<file path="src/rtl/nmr_pulse_table_sequencer.sv">
// Table-driven NMR pulse sequencer: replays n_pulses {on, gap, phase} entries n_reps times,
// driving the RF gate/phase switch and strobing acq_trig at the end of each repetition.
module nmr_pulse_table_sequencer #(
   parameter int unsigned TICK_DIV = 125,
   parameter int unsigned TICK_W   = 8,
   parameter int unsigned N_PULSES = 8,
   parameter int unsigned IDX_W    = 3,
   parameter int unsigned TIME_W   = 32,
   parameter int unsigned PHASE_W  = 2,
   parameter int unsigned REP_W    = 16
) (
   input  logic               clk,
   input  logic               rst,
   input  logic               start,
   input  logic               abort,
   input  logic               cfg_we,
   input  logic [IDX_W-1:0]   cfg_addr,
   input  logic [TIME_W-1:0]  cfg_len,
   input  logic [TIME_W-1:0]  cfg_gap,
   input  logic [PHASE_W-1:0] cfg_phase,
   input  logic [IDX_W:0]     n_pulses,
   input  logic [REP_W-1:0]   n_reps,
   input  logic               ext_gate_in,
   output logic               busy,
   output logic               done,
   output logic               acq_trig,
   output logic [IDX_W-1:0]   pulse_idx,
   output logic [PHASE_W-1:0] phase_out,
   output logic               pulse_on_out,
   output logic               pulse_on_outn
);

   typedef enum logic [1:0] {StIdle, StOn, StOff, StFin} state_e;

   localparam logic [TICK_W-1:0] DIV_RELOAD = TICK_W'(TICK_DIV - 1);

   state_e             state;
   logic [TICK_W-1:0]  div;
   logic [TIME_W-1:0]  seg;
   logic [REP_W-1:0]   rep;
   logic [IDX_W:0]     np;

   logic [TIME_W-1:0]  len_tab [N_PULSES];
   logic [TIME_W-1:0]  gap_tab [N_PULSES];
   logic [PHASE_W-1:0] ph_tab  [N_PULSES];

   logic               seg_end;
   logic               last_idx;
   logic               cfg_ok;
   logic [IDX_W-1:0]   next_idx;

   // A zero-length segment ends on its first cycle; otherwise on the tick that sees seg==1.
   assign seg_end  = (seg == '0) || ((div == '0) && (seg == TIME_W'(1)));
   assign last_idx = ({1'b0, pulse_idx} == (np - (IDX_W + 1)'(1)));
   assign next_idx = pulse_idx + IDX_W'(1);
   assign cfg_ok   = cfg_we && (state == StIdle) &&
                     ({1'b0, cfg_addr} < (IDX_W + 1)'(N_PULSES));

   always_ff @(posedge clk) begin
      if (cfg_ok) begin
         len_tab[cfg_addr] <= cfg_len;
         gap_tab[cfg_addr] <= cfg_gap;
         ph_tab[cfg_addr]  <= cfg_phase;
      end
   end

   always_ff @(posedge clk) begin
      if (rst) begin
         state     <= StIdle;
         done      <= 1'b0;
         acq_trig  <= 1'b0;
         pulse_idx <= '0;
         phase_out <= '0;
         div       <= '0;
         seg       <= '0;
         rep       <= '0;
         np        <= '0;
      end else begin
         done     <= 1'b0;
         acq_trig <= 1'b0;
         case (state)
            StIdle: begin
               if (start) begin
                  np        <= n_pulses;
                  rep       <= n_reps;
                  pulse_idx <= '0;
                  if ((n_pulses == '0) || (n_reps == '0)) begin
                     state <= StFin;
                     done  <= 1'b1;
                  end else begin
                     state     <= StOn;
                     div       <= DIV_RELOAD;
                     seg       <= len_tab[0];
                     phase_out <= ph_tab[0];
                  end
               end
            end
            StOn: begin
               if (abort) begin
                  state     <= StIdle;
                  pulse_idx <= '0;
                  phase_out <= '0;
               end else if (seg_end) begin
                  state    <= StOff;
                  div      <= DIV_RELOAD;
                  seg      <= gap_tab[pulse_idx];
                  acq_trig <= last_idx;
               end else if (div == '0) begin
                  div <= DIV_RELOAD;
                  seg <= seg - TIME_W'(1);
               end else begin
                  div <= div - TICK_W'(1);
               end
            end
            StOff: begin
               if (abort) begin
                  state     <= StIdle;
                  pulse_idx <= '0;
                  phase_out <= '0;
               end else if (seg_end) begin
                  if (!last_idx) begin
                     state     <= StOn;
                     div       <= DIV_RELOAD;
                     pulse_idx <= next_idx;
                     seg       <= len_tab[next_idx];
                     phase_out <= ph_tab[next_idx];
                  end else if (rep > REP_W'(1)) begin
                     state     <= StOn;
                     div       <= DIV_RELOAD;
                     rep       <= rep - REP_W'(1);
                     pulse_idx <= '0;
                     seg       <= len_tab[0];
                     phase_out <= ph_tab[0];
                  end else begin
                     state     <= StFin;
                     done      <= 1'b1;
                     pulse_idx <= '0;
                     phase_out <= '0;
                  end
               end else if (div == '0) begin
                  div <= DIV_RELOAD;
                  seg <= seg - TIME_W'(1);
               end else begin
                  div <= div - TICK_W'(1);
               end
            end
            StFin: begin
               state <= StIdle;
            end
            default: begin
               state <= StIdle;
            end
         endcase
      end
   end

   assign busy          = (state != StIdle);
   assign pulse_on_out  = ((state == StOn) && (seg != '0)) || ext_gate_in;
   assign pulse_on_outn = ~pulse_on_out;

endmodule

</file>
<file path="config.mk">
export PLATFORM = sky130hd
export DESIGN_NAME = nmr_pulse_table_sequencer
export DESIGN_NICKNAME = d
export VERILOG_FILES = /design/src/rtl/nmr_pulse_table_sequencer.sv
export SDC_FILE = /design/constraint.sdc
export NUM_CORES = 1
export LEC_CHECK = 0
export CORE_MARGIN = 2
export CORE_UTILIZATION = 30
export DETAILED_ROUTE_END_ITERATION = 6
export PLACE_DENSITY = 0.53
export SYNTH_ARGS = -nofsm -noshare
export SYNTH_HDL_FRONTEND = slang
export SYNTH_SLANG_ARGS = --single-unit
</file>
<file path="constraint.sdc">
create_clock -name clk -period 12.4 [get_ports clk]
set_clock_uncertainty 0.2 [all_clocks]
set_input_delay 1.86 -clock clk [delete_from_list [all_inputs] [get_ports clk]]
set_output_delay 1.86 -clock clk [all_outputs]
set_load 0.005 [all_outputs]
</file>
==> metrics.md, run 1 <==
| Metric | Value |
|---|---|
| Hpwl dp | 38500 µm |
| Post-synth net total | 1630 |
| Post-Place Worst Slack | 7.14 ns |
| Min Clock Period, post-route | 5.27 ns |
| Pwr/cell area | 196 mW/mm² |
| Area leader, netlist | edfxtp_1 |
| Seq cells post-synth | 600 |
| Root Driver | clkbuf_16 |
| Final GP Congestion | 0.841 |
| Worst-path clk slew | 0.06 ns |
| Mapped Area | 0.0252 mm² |
| TritonCTS clock tree | yes |
| VDD IR max | 99.0 µV |
| Initial antenna violation count | 3 |
| Pwr Total | 5.82 mW |
| Placed cell count | 2637 |
| Top post-synthesis cells by area | edfxtp_1 (63%), mux4_2 (12%), dfxtp_1 (5.7%) |
| Clk buf depth | 3 |
| Worst Tran Pin Value | 1.08 ns |
| Final non-filler cell total | 2761 |
| Seq/Total Area, Yosys | 68.5% |
| Row cnt | 106 |
| Worst-Skew Late Latency | 0.63 ns |
| TNS Setup | 0 ns |
| CORE AREA | 0.0834 mm² |
| Post-synth ARST share | 0% |
| Worst hold start | phase_out[1] |
| Net count reported at finish | 1732 |
| Main synth FF type | edfxtp_1 |
| Synth-to-Final Area Change | 17.9% |
| Max_slew headroom | 27.6% |
| Max Clock Freq | 0.190 GHz |
| Worst reg2reg startpoint | np[0] |
| Fin. Hold Viols | 0 |
| DRT Pass-1 Iters | 4 |
| TritonCTS Buffers | 67 |
| Tot GR Track Use | 15.0% |
| Worst Slack Setup Final | 7.13 ns |
| Clk sink count | 600 |
| Share of cells above drive strength 1 | 19.2% |
| Hold slack final | 0.273 ns |
| CP cell instances | nor4_1 -> nand3b_1 -> nor2_1 -> nand4_1 -> a21o_1 -> inv_1 -> clkdlybuf4s50_1 |
| Die area | 0.0865 mm² |
| Worst hold path type | flop to flop |
| Initial DRC Count | 1022 |
| Number of flops mapped to enable cells by yosys | 528 |
| Reg2reg end | seg[26] |
| Crit path arrival time | 3.21 ns |
| Die H | 294 µm |
| Die X | 294 µm |
| CP Data Required Time | 10.34 ns |
| Cell variety after synth | 76 |
| Syn Area/Cell | 16.6 µm² |
| Total of max-cap violations | 0 |
| Finished layout cell area | 0.0297 mm² |
| Io pins | 105 |
| Drt drc | 0 |
| Reg2Reg Depth | 11 |
| Final wirelength | 64400 µm |
| Leakage | 9.07 nW |
| Vias in the first global route | 15.0k |
| Synth Instances | 1524 |
| Worst path buffer plus inverter count | 2 |
| Worst stage delay on the critical path | 0.49 ns |
| CTS Hold Bufs | 0 |
| Final Cycle Share | 42.5% |
| Final Slew Violations | 0 |
| Critical path launch point type | flop |
| Syn. warnings | 0 |
| Synth top area share | 62.8% |
| Initial core utilization | 30.3% |
| Post-CTS setup buffer count | 0 |
| WHS Path Cells | 2 |
| Detailed-route via count | 14.3k |
| Outcome | completed |
| WHS Endpoint | phase_out[1] |
| Layout Utilization | 35.7% |
| CP Capture Type | output port |
| Count of input and output buffers | 104 |
| DP Area | 0.0275 mm² |
| Setup-failing EPs final | 0 |
| Drt via density | 5.19 |
| Flop2flop setup slack | 7.99 ns |
| Max stage delay cell, worst path | clkdlybuf4s50_1 |
| Wire length per cell | 23.3 µm |
| # H-tree levels | 3 |
| Worst Path Max Fanout | 12 |
| Delay-heaviest family, CP | simple AND/OR/NAND/NOR gates |
| Largest net degree at the start of global routing | 65 |
| Gr ovfl total | 0 |
| CTS resizes | 0 |
| First-pass GRT wire length | 96600 µm |
| RSZ-0062 raised after global routing | false |
| Antenna-violating nets left | 0 |
| Critical path class | flop to output port |
[cell families (layout without fill, tap and decap cells)]
logic type               after synthesis  count (layout)  share of synthesized area [%]
AO/OA/AOI/OAI                        255             255                           7.18
XOR/XNOR                              32              32                           1.11
adder cells (fa/ha/maj)               11              11                          0.545
buffers and inverters                122             278                           2.10
flip-flops                           600             600                           68.5
multiplexers                         193             193                           14.3
other                                  0               1                              0
AND/OR/NAND/NOR                      311             311                           6.26
[cell type report]
class / instances / area, µm²
Inverter: 23 / 86.3
Tap cell: 1080 / 1350
Sequential cell: 600 / 17300
Fill cell: 7806 / 53700
Clock inverter: 39 / 483
Timing Repair Buffer: 132 / 1250
Clock buffer: 84 / 1770
Antenna cell: 1 / 2.50
Multi-Input combinational cell: 802 / 7500
[state kept, by name, indices dropped and copies added (netlist names), named ones only]
| name | count |
|---|---|
| gap_tab | 256 |
| acq_trig | 1 |
| pulse_idx | 3 |
| div | 8 |
| len_tab | 256 |
| ph_tab | 16 |
| state | 2 |
| rep | 16 |
| seg | 32 |
| np | 4 |
| phase_out | 2 |
| done | 1 |
[synthesized netlist by cell type, drive strengths merged, types with 13 or more instances]
library cell	n
nor2	70
xor2	18
nand2	85
mux4	132
a211oi	16
xnor2	14
nand3	23
dfxtp	72
buf	44
o21ai	43
mux2	19
a21oi	62
or3	13
nor4	18
mux2i	42
inv	23
a311oi	33
nor3	45
edfxtp	528
clkbuf	55
[per-layer routing]
layer	wire length, µm	GRT usage, %
met5	28	0
met4	1720	5.03
met3	3360	3.40
met2	31900	25.2
met1	27400	19.2
[layout by cell type (no fill, tap or decap), types with 13 or more instances in the layout]
master           count
nor4_1              17
buf_4               28
mux4_2             132
nor3_1              41
clkdlybuf4s50_1    103
clkbuf_16           68
o21ai_0             39
mux2i_1             42
mux2_2              19
a311oi_1            33
nand2_1             84
nor2_1              64
clkbuf_1            15
edfxtp_1           528
or3_1               13
inv_1               23
dfxtp_1             68
xor2_1              17
nand3_1             23
xnor2_1             14
a21oi_1             61
a211oi_1            15
[where the power goes]
part	total, mW	switching [mW]	internal [mW]
Sequential	2.52	0.147	2.37
Clock	2.02	0.827	1.20
Combinational	1.28	0.801	0.476
Total	5.82	1.77	4.05
[worst register-to-register path, delay by kind of cell (launching register included)]
| family | cells | cell delay (ns) |
|---|---|---|
| buffers and inverters | 3 | 1.07 |
| DFF | 1 | 0.43 |
| and+or+nand+nor | 2 | 0.68 |
| xor gates and xnor gates | 1 | 0.24 |
| AOI/OAI and AO/OA | 4 | 1.48 |
| adders and majority gates | 1 | 0.20 |
[how the worst max path moves through the flow]
stage,start,endpoint,slack (ns),cells past startpoint
CTS,seg[5],pulse_on_outn,7.12,7
detailed placement,cfg_addr[1],gap_tab[4][10],7.14,4
global route,seg[4],pulse_on_outn,6.98,7
global placement,cfg_addr[1],len_tab[4][27],7.21,4
finish,seg[5],pulse_on_outn,7.13,7
floorplan,cfg_addr[2],gap_tab[1][0],5.03,2
Note: power is estimated with default switching activity, not from simulation.
==> inputs of run 2 (changes only) <==
==> constraint.sdc (replaced) <==
create_clock -name clk -period 5.09 [get_ports clk]
set_clock_uncertainty 0.2 [all_clocks]
set_input_delay 0.7635 -clock clk [delete_from_list [all_inputs] [get_ports clk]]
set_output_delay 0.7635 -clock clk [all_outputs]
set_load 0.005 [all_outputs]
==> metrics.md, run 2 (synthesized netlist as in run 1, its figures left out) <==
| Metric | Value |
|---|---|
| Outcome | completed (unchanged) |
| DP Area | 0.0277 mm² (was 0.0275 mm²) |
| Final Slew Violations | 0 (unchanged) |
| CP Capture Type | output port (unchanged) |
| Clk buf depth | 3 (unchanged) |
| Tot GR Track Use | 14.9% (was 15.0%) |
| Final Cycle Share | 79.7% |
| RSZ-0062 raised after global routing | false (unchanged) |
| Worst hold path type | flop to flop (unchanged) |
| Antenna-violating nets left | 0 (unchanged) |
| Placed cell count | 2647 (was 2637) |
| Grt met1 use | 19.6% (was 19.2%) |
| Pwr Total | 14.2 mW (was 5.82 mW) |
| Max_slew headroom | 24.4% (was 27.6%) |
| TritonCTS clock tree | yes (unchanged) |
| Fin. Hold Viols | 0 (unchanged) |
| Share of cells above drive strength 1 | 19.4% (was 19.2%) |
| Die X | 294 µm (unchanged) |
| DRT Pass-1 Iters | 5 (was 4) |
| Detailed-route via count | 14.4k (was 14.3k) |
| Grt peak-use layer | met2 (unchanged) |
| Max stage delay cell, worst path | clkdlybuf4s50_1 (unchanged) |
| Vias in the first global route | 15.0k (about the same) |
| Met2 usage | 25.2% (about the same) |
| Wire length per cell | 22.9 µm (was 23.3 µm) |
| CORE AREA | 0.0834 mm² (unchanged) |
| GRT met3 Usage | 2.47% (was 3.40%) |
| Fillers | 7740 (was 7806) |
| TritonCTS Buffers | 67 (unchanged) |
| Leakage | 9.13 nW (was 9.07 nW) |
| Post-Place Worst Slack | 1.31 ns (was 7.14 ns) |
| Critical path launch point type | flop (unchanged) |
| Drt via density | 5.19 (about the same) |
| Worst-Skew Late Latency | 0.62 ns (was 0.63 ns) |
| CTS Hold Bufs | 0 (unchanged) |
| Die H | 294 µm (unchanged) |
| # H-tree levels | 3 (unchanged) |
| VDD IR max | 221 µV (was 99.0 µV) |
| Root Driver | clkbuf_16 (unchanged) |
| CP cell instances | nor4_1 -> nand3b_1 -> nor2_1 -> nand4_1 -> a21o_1 -> inv_1 -> clkdlybuf4s50_1 (unchanged) |
| Min Clock Period, post-route | 4.05 ns |
| First-pass GRT wire length | 96600 µm (about the same) |
| Critical path class | flop to output port (unchanged) |
| Commonest cells after routing, fill and taps aside | edfxtp_1 (528), mux4_2 (132), clkdlybuf4s50_1 (103), nand2_1 (84), dfxtp_1 (68) (was edfxtp_1 (528), mux4_2 (132), clkdlybuf4s50_1 (103), nand2_1 (84)) |
| Max Clock Freq | 0.247 GHz |
| Setup-failing EPs final | 0 (unchanged) |
| Die area | 0.0865 mm² (unchanged) |
| Clk sink count | 600 (unchanged) |
| Worst stage delay on the critical path | 0.49 ns (about the same) |
| Total of max-cap violations | 0 (unchanged) |
| # diodes | 0 (was 1) |
| TNS Setup | 0 ns (unchanged) |
| Worst Tran Pin Value | 1.13 ns (was 1.08 ns) |
| Post-CTS setup buffer count | 0 (unchanged) |
| Crit path arrival time | 3.09 ns (was 3.21 ns) |
| Finished layout cell area | 0.0299 mm² (was 0.0297 mm²) |
| CP Data Required Time | 4.13 ns (was 10.34 ns) |
| Final GP Congestion | 0.841 (about the same) |
| Largest regs | gap_tab: 256 flops, len_tab: 256 flops, seg: 32 flops (unchanged) |
| Worst-path clk slew | 0.06 ns (about the same) |
| Initial antenna violation count | 2 (was 3) |
| Final wirelength | 63500 µm (was 64400 µm) |
| CTS resizes | 0 (unchanged) |
| WHS Path Cells | 2 (unchanged) |
| Net count reported at finish | 1742 (was 1732) |
| Io pins | 105 (unchanged) |
| Hpwl dp | 38400 µm (was 38500 µm) |
| Drt drc | 0 (unchanged) |
| Largest net degree at the start of global routing | 67 (was 65) |
| Worst Path Max Fanout | 12 (unchanged) |
| Initial core utilization | 30.3% (unchanged) |
| Most common cell after layout, fill and taps aside | edfxtp_1 (unchanged) |
| Synth-to-Final Area Change | 18.6% (was 17.9%) |
| Reg2Reg Depth | 10 (was 11) |
| Worst Slack Setup Final | 1.04 ns (was 7.13 ns) |
| Gr ovfl total | 0 (unchanged) |
| Initial DRC Count | 1316 (was 1022) |
| Row cnt | 106 (unchanged) |
| Final non-filler cell total | 2769 (was 2761) |
| Pwr/cell area | 473 mW/mm² (was 196 mW/mm²) |
| Count of input and output buffers | 104 (unchanged) |
run 2: worst paths after layout:
kind / endpoint / slack, ns / startpoint
worst max-delay path: pulse_on_outn / 1.04 / seg[4]
worst min-delay path: rep[10] / 0.27 / rep[10]
worst max register to register: seg[0] / 1.23 / np[0]
worst min register to register: rep[10] / 0.27 / rep[10]
run 2: metrics by stage:
stage / hold WS [ns] / util, %
after floorplan: 0.244 / -
after global placement: 0.265 / 33.2
after detailed placement: 0.269 / 33.2
after CTS: 0.278 / 35.9
after global routing: 0.305 / 35.9
final: 0.272 / 35.9
run 2: layout make-up:
class / count / area [µm²] / area share, %
clock buffers: 90 / 1820 / 6.09
clock inverters: 32 / 413 / 1.38
inverters: 23 / 86.3 / 0.288
multi-input cells: 802 / 7510 / 25.1
flip-flops and latches: 600 / 17300 / 57.8
well taps: 1080 / 1350 / 4.52
repair buffers: 142 / 1430 / 4.79
run 2: power by group:
group          leakage [nW]  internal, mW  switching, mW
registers              5.37          5.78          0.366
logic                  2.69          1.18           1.98
clock network          1.07          2.83           2.04
total                  9.13          9.79           4.38
run 2: critical path, delay by kind of cell (launching register included):
kind,cells,cell delay (ns)
buf+inv,2,0.55
compound gates,1,0.26
simple gates,4,1.23
flops,1,0.43
run 2: metal layers:
metal,vias up,routed length (µm)
met4,4,1180
met2,418,31500
met5,-,33
li1,6427,-
met1,7453,27600
met3,80,3250
==> inputs of run 3 (changes only) <==
--- a/config.mk
+++ b/config.mk
@@ -8,7 +8,7 @@
 export CORE_MARGIN = 2
 export CORE_UTILIZATION = 30
 export DETAILED_ROUTE_END_ITERATION = 6
-export PLACE_DENSITY = 0.53
+export PLACE_DENSITY = 0.55
 export SYNTH_ARGS = -nofsm -noshare
 export SYNTH_HDL_FRONTEND = slang
 export SYNTH_SLANG_ARGS = --single-unit
==> constraint.sdc (replaced) <==
create_clock -name clk -period 3.4 [get_ports clk]
set_clock_uncertainty 0.2 [all_clocks]
set_input_delay 0.51 -clock clk [delete_from_list [all_inputs] [get_ports clk]]
set_output_delay 0.51 -clock clk [all_outputs]
set_load 0.005 [all_outputs]
==> metrics.md, run 3 (synthesized netlist as in run 1, its figures left out) <==
| Metric | Value |
|---|---|
| Outcome | completed (unchanged) |
| Drt via density | 5.25 (was 5.19) |
| TNS Setup | 0 ns (unchanged) |
| VDD IR max | 379 µV (was 221 µV) |
| CP cell instances | or4_4 -> nor3_4 -> nand4_1 -> a21o_1 -> inv_1 -> dlygate4sd2_1 (was nor4_1 -> nand3b_1 -> nor2_1 -> nand4_1 -> a21o_1 -> inv_1 -> clkdlybuf4s50_1) |
| Worst Tran Pin Value | 0.783 ns (was 1.13 ns) |
| Die X | 294 µm (unchanged) |
| Fin. Hold Viols | 0 (unchanged) |
| Final Cycle Share | 95.8% |
| Leakage | 9.34 nW (was 9.13 nW) |
| Min Clock Period, post-route | 3.26 ns |
| Antenna-violating nets left | 0 (unchanged) |
| Max_slew headroom | 47.8% (was 24.4%) |
| Largest net degree at the start of global routing | 67 (unchanged) |
| Pwr Total | 21.3 mW (was 14.2 mW) |
| CP Data Required Time | 2.69 ns (was 4.13 ns) |
| Worst hold path type | flop to flop (unchanged) |
| Row cnt | 106 (unchanged) |
| Crit path arrival time | 2.55 ns (was 3.09 ns) |
| Die area | 0.0865 mm² (unchanged) |
| Worst stage delay on the critical path | 0.56 ns (was 0.49 ns) |
| # H-tree levels | 3 (unchanged) |
| Final Slew Violations | 0 (unchanged) |
| Largest regs | gap_tab: 256 flops, len_tab: 256 flops, seg: 32 flops (unchanged) |
| Worst Path Max Fanout | 2 (was 12) |
| Pwr/cell area | 704 mW/mm² (was 473 mW/mm²) |
| RSZ-0062 raised after global routing | false (unchanged) |
| Max Clock Freq | 0.307 GHz |
| Hold slack final | 0.274 ns (was 0.272 ns) |
| Total of max-cap violations | 0 (unchanged) |
| Worst-Skew Late Latency | 0.62 ns (about the same) |
| Tot GR Track Use | 15.0% (was 14.9%) |
| Setup-failing EPs final | 0 (unchanged) |
| Die H | 294 µm (unchanged) |
| Reg2Reg Depth | 8 (was 10) |
| Initial antenna violation count | 3 (was 2) |
| Final GP Congestion | 0.857 (was 0.841) |
| Max stage delay cell, worst path | or4_4 (was clkdlybuf4s50_1) |
| Net count reported at finish | 1775 (was 1742) |
| Critical path class | flop to output port (unchanged) |
| CORE AREA | 0.0834 mm² (unchanged) |
| Drt drc | 0 (unchanged) |
| Wire length per cell | 23.0 µm (was 22.9 µm) |
| CP Capture Type | output port (unchanged) |
| Worst-path clk slew | 0.06 ns (about the same) |
| Initial DRC Count | 1100 (was 1316) |
| Clk buf depth | 3 (unchanged) |
| TritonCTS clock tree | yes (unchanged) |
| Commonest cells after routing, fill and taps aside | edfxtp_1 (528), mux4_2 (132), clkdlybuf4s50_1 (101), nand2_1 (84), clkbuf_16 (67) (was edfxtp_1 (528), mux4_2 (132), clkdlybuf4s50_1 (103), nand2_1 (84), dfxtp_1 (68)) |
| Critical path launch point type | flop (unchanged) |
| WHS Path Cells | 2 (unchanged) |
| Root Driver | clkbuf_16 (unchanged) |
| Share of cells above drive strength 1 | 21.6% (was 19.4%) |
| Synth-to-Final Area Change | 19.9% (was 18.6%) |
| Hpwl dp | 39400 µm (was 38400 µm) |
| TritonCTS Buffers | 67 (unchanged) |
| Count of input and output buffers | 104 (unchanged) |
| Vias in the first global route | 15.2k (was 15.0k) |
| First-pass GRT wire length | 97500 µm (was 96600 µm) |
| DRT Pass-1 Iters | 5 (unchanged) |
| # diodes | 0 (unchanged) |
| Most common cell after layout, fill and taps aside | edfxtp_1 (unchanged) |
| Io pins | 105 (unchanged) |
| Initial core utilization | 30.3% (unchanged) |
| Layout Utilization | 36.3% (was 35.9%) |
| Detailed-route via count | 14.7k (was 14.4k) |
| Final wirelength | 64400 µm (was 63500 µm) |
| Gr ovfl total | 0 (unchanged) |
| Fillers | 7747 (was 7740) |
| Clk sink count | 600 (unchanged) |
run 3: area by class of cell:
type | count | area [µm²] | area share [%]
Multi-Input combinational cell | 802 | 7580 | 25.0
Sequential cell | 600 | 17300 | 57.2
Clock buffer | 84 | 1750 | 5.78
Inverter | 23 | 86.3 | 0.285
Clock inverter | 37 | 389 | 1.29
Timing Repair Buffer | 175 | 1800 | 5.93
Tap cell | 1080 | 1350 | 4.47
run 3: path summary, 6_finish.rpt:
kind,from,end,slack (ns)
worst max-delay path,seg[30],pulse_on_outn,0.14
worst min-delay path,rep[10],rep[10],0.27
worst max register to register,seg[24],flop,0.18
worst min register to register,rep[10],rep[10],0.27
run 3: what timing repair did:
item | 4_1_cts | 5_1_grt
pin swaps | 5 | 5
hold buffers | 0 | 0
resized for setup | 12 | 3
gates cloned | 0 | 0
buffers inserted | 3 | 1
endpoints found under the setup margin | 2 | 3
run 3: routing by layer:
layer	up-vias	global-route usage [%]	share of wire, %	wire length (µm)
met1	7670	20.0	44	28100
met5	-	0	0.059	38
met4	6	4.38	2.3	1460
met2	443	24.9	49	31300
met3	100	2.90	5.3	3430
li1	6499	-	-	-
run 3: through the flow:
stage	instances	cell area, µm²	setup WS (ns)
floorplan	1524	25300	-0.940
global placement	2676	28000	0.261
detailed placement	2676	28000	0.197
CTS	2800	30200	0.0101
global route	2801	30300	0.0177
finish	2801	30300	0.144
run 3: where the power goes:
part	internal [mW]	switching (mW)	total [mW]
Sequential	8.66	0.540	9.20
Clock	4.08	2.96	7.04
Combinational	2.02	3.05	5.07
Total	14.8	6.55	21.3
run 3: worst max-delay path, delay by kind of cell (launching register included):
family / cells / cell delay [ns]
and+or+nand+nor: 3 / 1.04
AOI/OAI and AO/OA: 1 / 0.29
buffers and inverters: 2 / 0.26
DFF: 1 / 0.33
